### src/rtl/fifo_wr_arbiter.sv
// Round-robin burst arbiter in front of the async FIFO write port.
// One requester owns the port for up to MAX_BURST words, then the grant
// rotates. Back-pressure is taken from the FIFO full/almost_full flags, and
// the FIFO-side write enable and data are registered.
module fifo_wr_arbiter #(
  parameter int NUM_REQ    = 4,
  parameter int ID_WIDTH   = 2,
  parameter int DATA_WIDTH = 8,
  parameter int MAX_BURST  = 4
) (
  input  logic                          clk,
  input  logic                          rstn,
  input  logic [NUM_REQ-1:0]            req,
  input  logic [NUM_REQ*DATA_WIDTH-1:0] req_data,
  output logic [NUM_REQ-1:0]            ready,
  output logic [NUM_REQ-1:0]            grant,
  output logic [ID_WIDTH-1:0]           grant_id,
  output logic                          busy,
  output logic                          fifo_wr_enb,
  output logic [DATA_WIDTH-1:0]         fifo_input_data,
  input  logic                          fifo_full,
  input  logic                          fifo_almost_full
);

  localparam int                   CNT_W     = $clog2(MAX_BURST) + 1;
  localparam logic [CNT_W-1:0]     CNT_LAST  = CNT_W'(MAX_BURST - 1);
  localparam logic [ID_WIDTH-1:0]  LAST_INIT = ID_WIDTH'(NUM_REQ - 1);

  typedef enum logic [0:0] {IDLE, BURST} state_t;

  state_t                 state, state_nxt;
  logic [ID_WIDTH-1:0]    owner, owner_nxt;
  logic [ID_WIDTH-1:0]    rr_last, rr_last_nxt;
  logic [CNT_W-1:0]       cnt, cnt_nxt;
  logic                   wr_enb_nxt;
  logic [DATA_WIDTH-1:0]  wr_data_nxt;

  logic                   space;
  logic                   own_req;
  logic [DATA_WIDTH-1:0]  own_word;
  logic                   xfer;

  // First requester with req set, searching upward from last+1 with wrap.
  function automatic logic [ID_WIDTH-1:0] rr_pick(input logic [NUM_REQ-1:0] r,
                                                  input logic [ID_WIDTH-1:0] last);
    logic [ID_WIDTH-1:0] sel;
    logic                found;
    int                  idx;
    sel   = '0;
    found = 1'b0;
    for (int k = 1; k <= NUM_REQ; k++) begin
      idx = (int'(last) + k) % NUM_REQ;
      if (!found && r[idx]) begin
        sel   = ID_WIDTH'(idx);
        found = 1'b1;
      end
    end
    return sel;
  endfunction

  // A write issued last cycle still lands, so almost_full already means no room.
  assign space = !fifo_full && !(fifo_almost_full && fifo_wr_enb);

  // Select the current owner's request bit and word.
  always_comb begin
    own_req  = 1'b0;
    own_word = '0;
    for (int i = 0; i < NUM_REQ; i++) begin
      if (owner == ID_WIDTH'(i)) begin
        own_req  = req[i];
        own_word = req_data[i*DATA_WIDTH +: DATA_WIDTH];
      end
    end
  end

  // Owner status outputs; everything reads zero while idle.
  always_comb begin
    busy     = (state == BURST);
    grant    = '0;
    grant_id = '0;
    if (state == BURST) begin
      grant_id = owner;
      for (int i = 0; i < NUM_REQ; i++) begin
        grant[i] = (owner == ID_WIDTH'(i));
      end
    end
  end

  // Next-state, accept handshake and next FIFO write values.
  always_comb begin
    state_nxt   = state;
    owner_nxt   = owner;
    rr_last_nxt = rr_last;
    cnt_nxt     = cnt;
    wr_enb_nxt  = 1'b0;
    wr_data_nxt = fifo_input_data;
    ready       = '0;
    xfer        = 1'b0;
    case (state)
      IDLE: begin
        if (|req) begin
          owner_nxt = rr_pick(req, rr_last);
          cnt_nxt   = '0;
          state_nxt = BURST;
        end
      end
      BURST: begin
        for (int i = 0; i < NUM_REQ; i++) begin
          if (owner == ID_WIDTH'(i)) begin
            ready[i] = space;
          end
        end
        xfer = own_req && space;
        if (xfer) begin
          wr_enb_nxt  = 1'b1;
          wr_data_nxt = own_word;
          cnt_nxt     = cnt + 1'b1;
        end
        // A stall with req still held keeps the grant; only a full burst
        // or the owner dropping req hands the port on.
        if ((xfer && (cnt == CNT_LAST)) || !own_req) begin
          state_nxt   = IDLE;
          rr_last_nxt = owner;
          cnt_nxt     = '0;
        end
      end
      default: state_nxt = IDLE;
    endcase
  end

  // FSM state register.
  always_ff @(posedge clk or negedge rstn) begin
    if (!rstn) begin
      state <= IDLE;
    end else begin
      state <= state_nxt;
    end
  end

  // Burst context: owner, rotation pointer and word count.
  always_ff @(posedge clk or negedge rstn) begin
    if (!rstn) begin
      owner   <= '0;
      rr_last <= LAST_INIT;
      cnt     <= '0;
    end else begin
      owner   <= owner_nxt;
      rr_last <= rr_last_nxt;
      cnt     <= cnt_nxt;
    end
  end

  // Registered FIFO write port.
  always_ff @(posedge clk or negedge rstn) begin
    if (!rstn) begin
      fifo_wr_enb     <= 1'b0;
      fifo_input_data <= '0;
    end else begin
      fifo_wr_enb     <= wr_enb_nxt;
      fifo_input_data <= wr_data_nxt;
    end
  end

endmodule
### config.mk
export PLATFORM = sky130hd
export DESIGN_NAME = fifo_wr_arbiter
export DESIGN_NICKNAME = d
export VERILOG_FILES = /design/src/rtl/fifo_wr_arbiter.sv
export SDC_FILE = /design/constraint.sdc
export NUM_CORES = 1
export LEC_CHECK = 0
export ABC_AREA = 0
export CORE_MARGIN = 8
export CORE_UTILIZATION = 50
export DETAILED_ROUTE_END_ITERATION = 8
export DONT_BUFFER_PORTS = 1
export PLACE_DENSITY_LB_ADDON = 0.25
export SETUP_SLACK_MARGIN = 0.02
export SLEW_MARGIN = 20
export SYNTH_ARGS = -nofsm -noshare
export SYNTH_HDL_FRONTEND = slang
export SYNTH_SLANG_ARGS = --single-unit
### constraint.sdc
create_clock -name clk -period 2.9 [get_ports clk]
set_input_delay 0.58 -clock clk [delete_from_list [all_inputs] [get_ports clk]]
set_output_delay 0.58 -clock clk [all_outputs]
set_load 0.01 [all_outputs]
Yosys cells after proc, flatten, opt, wreduce, memory -nomap -nowiden
Index checks and enable logic that the tools add are counted.
- bits in registers: 17
- input bits: 40
- output and inout port bits: 20
- logic and storage cells: 99
- add/sub/neg operators: 5
- $lt $le $gt $ge: 4
- equality and inequality tests: 6
- muxes and demuxes: 49
- bitwise operators: 5
- reduce and logical (&&, ||, !) cells: 24
- operators with widths (kind ; number):
    $mux W8 ; 4
    $mux W1 ; 29
    $lt A3 B4 Y1 const B ; 4
    $mux W2 ; 5
    $mux W3 ; 3
    $bmux W1 S2 ; 4
    $mux W4 ; 2
    $reduce_and A2 Y1 ; 4
    $reduce_or A2 Y1 ; 4
    $logic_and A1 B1 Y1 ; 7
    $logic_not A1 Y1 ; 6
    $pmux W3 S2 ; 1
    $add A2 B1 Y2 const B ; 2
    $add A2 B2 Y2 const B ; 2
    $and A1 B1 Y1 const A ; 4
    $eq A2 B2 Y1 const B ; 2
    $reduce_or A4 Y1 ; 1
    $add A3 B1 Y3 const B ; 1
    $eq A3 B2 Y1 const B ; 1
    $ne A3 B1 Y1 const B ; 1
    $eq A2 B1 Y1 const B ; 1
    $logic_not A2 Y1 ; 1
    $ne A2 B2 Y1 const B ; 1
    $pmux W1 S2 ; 1
    2 further kinds ; 2

Logic depth before layout (Yosys ltp)
- word-level depth: 22
- gate-level depth with buffers: 6

Worst setup path before layout
Ideal clock, no wire load.
- path kind: reg2out
- from: reg owner[0]
- to: out ready[1]
- data arrival time: 1.229 ns
- data required time: 2.320 ns
- path slack: 1.091 ns
- stages on the path, launching flop included: 4
- path through: dfrtp_1 buf_2 clkbuf_1 nor3b_1
- longest elaborated chain between the ends: 3
- ends and longest elaborated chain (item ; RTL line ; text):
    from (decl) ; 32 ; logic [ID_WIDTH-1:0] owner, owner_nxt;
    from (signal assigned) ; 147 ; owner <= owner_nxt;
    $eq A2 B1 Y1 ; 109 ; if (owner == ID_WIDTH'(i)) begin
    $mux W1 ; 109 ;
    $mux W4 ; 99 ; case (state)
    to (decl) ; 15 ; output logic [NUM_REQ-1:0] ready,
Every way passes these cells.

Worst setup path after layout
- from: reg fifo_wr_enb
- to: out ready[1]
- longest elaborated chain between the ends: 5
- ends and longest elaborated chain (item ; RTL line ; text):
    from (decl) ; 19 ; output logic fifo_wr_enb,
    from (signal assigned) ; 159 ; fifo_wr_enb <= wr_enb_nxt;
    $logic_and A1 B1 Y1 ; 62 ; assign space = !fifo_full && !(fifo_almost_full && fifo_wr_enb);
    $logic_not A1 Y1 ; 62 ;
    $logic_and A1 B1 Y1 ; 62 ;
    $mux W1 ; 109 ;
    $mux W4 ; 99 ;
Every way passes these cells.

==> reports/metrics.cfg <==
[critical_path]
reg2reg_from = owner[0]$_DFFE_PN0P_
endpoint_kind = primary output
max_stage_delay_ps = 440
crit_path_start_kind = register
critPathBufInv = 0
crit_start = fifo_wr_enb$_DFF_PN0_
path_cells = a21oi_1 > nand2_1 > nor3b_1
critPathSlowestCell = dfrtp_1
required_ps = 2320
worst-setup-path-type = reg -> out
crit_family = simple AND/OR/NAND/NOR gates
cp.arrival_ps = 1480
crit_fanout = 3

[global_routing]
grtUsageTotal_pct = 13.2
grt_overflow = 0
antenna_found_initial = 0
grt_pass1_wl_um = 4250
grt_pass1_vias = 778
grt_max_degree = 20

[placement]
portBuffers = 0
gp_congestion = 0.750
dp_hpwl_um = 1930
dpl_cell_area_um2 = 1090

[final_layout]
antenna_cells = 0
drive_gt1_share_pct = 31.1
design_area_um2 = 1130
area_growth_pct = 4.76
nets = 133

[yosys]
synth_top_cell_by_area = dfrtp_1
syn_area_um2 = 1080
synth_fa_ha_area_share_pct = 2.32
ys_seq_area_share_pct = 39.7
ys_seq_elements = 17
syn_nets = 131
yosys.area_share.simple_pct = 11.8
synth-compound-area-share_pct = 9.52
synth_mux_area_share_pct = 32.3
synth_top_family_by_area = multiplexers
synth_warnings = 0
syn_inst = 89
avgSynthCellArea_um2 = 12.1
ys_types = 33
synth.top_cell.area_share_pct = 34.8
synth_area_leaders = dfrtp_1, mux4_2, mux2_2
synth_xor_xnor_area_share_pct = 0

[cts]
post-cts-setup-buffer-count = 0
htreeDepth = 1
cts_tree = yes
cts_root_buf = clkbuf_4
cts.hold.buffers_added = 1
clk_pin_slew_ps = 110
clockBufferDepth = 2
clk_latency_ps = 290
post_cts_resized = 0
numCtsBuffers = 3
cts_num_sinks = 17

[sta]
period_share_pct = 71.1
maxSlewHeadroom_pct = 56.0
worst_slew_pin_slew_ps = 658
hold_ws_ps = 113
report.final.slew_viol_count = 0
setup_viol = 0
finalHoldViolCount = 0
finalSetupTns_ps = 0
timing.final.crit_period_ps = 2060
skew_ps = 16.4
rsz0062_at_grt = no
fmax_ghz = 0.485

[floorplan]
die-area_um2 = 3900
fp.dieH_um = 62.4
die_w_um = 62.4
num_io_pins = 60
start_util_pct = 50.6
floorplan.core_area_um2 = 2130
row_count = 17

[detailed_routing]
vias_per_cell = 5.97
wirelength_um = 2440
via_count = 705
wl_per_cell_um = 20.7
ant_nets = 0
drtIter0Drc = 19
drt_first_pass_iters = 4
post-route-drc-count = 0

[power]
power_density_nw_per_um2 = 1050
p_leak_nw = 0.482
ir_worst_vdd_mv = 0.445

[flow_run]
cap_violations = 0

[min_path]
min_path_type = in -> async

[status]
outcome = complete, no violations

## per-layer routing
metal / GRT usage [%] / share of wire [%] / up-vias
met5: 0 / 0 / -
met4: 4.27 / 0.65 / 0
met3: 3.94 / 6.5 / 2
met2: 22.5 / 54 / 23
met1: 15.4 / 39 / 341
li1: - / - / 339
## worst paths after layout
check | end | slack [ps] | cells past startpoint
setup / recovery | ready[1] | 840 | 3
hold / removal | rr_last[0]$_DFFE_PN1P_ | 110 | 0
setup reg to reg | fifo_input_data[0]$_DFFE_PN0P_ | 1070 | 3
hold reg to reg | cnt[2]$_DFFE_PN0P_ | 490 | 1
max in group asynchronous | busy$_DFF_PN0_ | 1720 | 1
min in group clk | cnt[2]$_DFFE_PN0P_ | 490 | 1
## through the flow
stage / util [%] / total power [W] / setup slack, ps / instances
final: 53.1 / 0.00119 / 838 / 118
after detailed placement: 51.4 / 0.00107 / 908 / 113
after floorplan: - / 0.000981 / 1090 / 89
after global routing: 53.1 / 0.00128 / 688 / 118
after global placement: 51.4 / 0.00105 / 944 / 113
after CTS: 53.1 / 0.00121 / 799 / 118
## cell type report
class,instances,area (um^2)
multi-input cells,63,603
well taps,28,35.0
flip-flops and latches,17,428
clock buffers,4,26.3
fillers,188,998
repair buffers,3,25.0
inverters,3,11.3
## power by group
| part | internal, W | switching [W] | total (W) | leakage (nW) |
|---|---|---|---|---|
| clock network | 0.0000534 | 0.0000724 | 0.000126 | 0.0150 |
| logic | 0.000308 | 0.000261 | 0.000570 | 0.262 |
| registers | 0.000358 | 0.000136 | 0.000494 | 0.204 |
| total | 0.000720 | 0.000470 | 0.00119 | 0.482 |
## placed cells by master (no fill, tap or decap), types with 2 or more instances in the layout
cell | netlist | routed
a22o_1 | 2 | 2
dfstp_2 | 2 | 2
ha_1 | 2 | 2
mux2_2 | 10 | 10
nor3b_1 | 2 | 2
clkbuf_4 | 0 | 3
buf_4 | 1 | 2
a21o_1 | 2 | 2
mux4_2 | 9 | 9
dfrtp_1 | 15 | 15
nand2_1 | 6 | 6
mux2_1 | 2 | 2
inv_1 | 3 | 3
a21oi_1 | 4 | 4
nor3_1 | 3 | 3
nor2_1 | 6 | 6
## Yosys cell counts
| library cell | instances |
|---|---|
| and3b_1 | 1 |
| o21ai_1 | 1 |
| nor4_1 | 1 |
| a21bo_1 | 1 |
| o221a_2 | 1 |
| o211ai_1 | 1 |
| nand2b_1 | 1 |
| buf_4 | 1 |
| buf_2 | 1 |
| nor2b_1 | 1 |
| buf_6 | 1 |
| a21o_1 | 2 |
| clkbuf_1 | 3 |
| a211oi_1 | 1 |
| mux2_2 | 10 |
| a21oi_1 | 4 |
| nand3_1 | 1 |
| ha_1 | 2 |
| mux4_2 | 9 |
| dfrtp_1 | 15 |
| mux2_1 | 2 |
| dfstp_2 | 2 |
| and2_1 | 1 |
| a31o_2 | 1 |
| and3_1 | 1 |
| or2b_1 | 1 |
| nor3b_1 | 2 |
| inv_1 | 3 |
| nor2_1 | 6 |
| nor3_1 | 3 |
| a22o_1 | 2 |
| mux2i_1 | 1 |
| nand2_1 | 6 |
## logic make-up (layout without fill, tap and decap cells)
kind of cell / after synthesis / in the layout
AND/OR/NAND/NOR: 25 / 25
multiplexers: 22 / 22
flip-flops: 17 / 17
AO/OA/AOI/OAI: 14 / 14
buffers and inverters: 9 / 10
adder cells (fa/ha/maj): 2 / 2
## state kept, by name, summed over array words and instances, names as in the netlist
name	flops
busy	1
cnt	3
fifo_input_data	8
fifo_wr_enb	1
owner	2
rr_last	2
(Power assumes the default switching activity.)
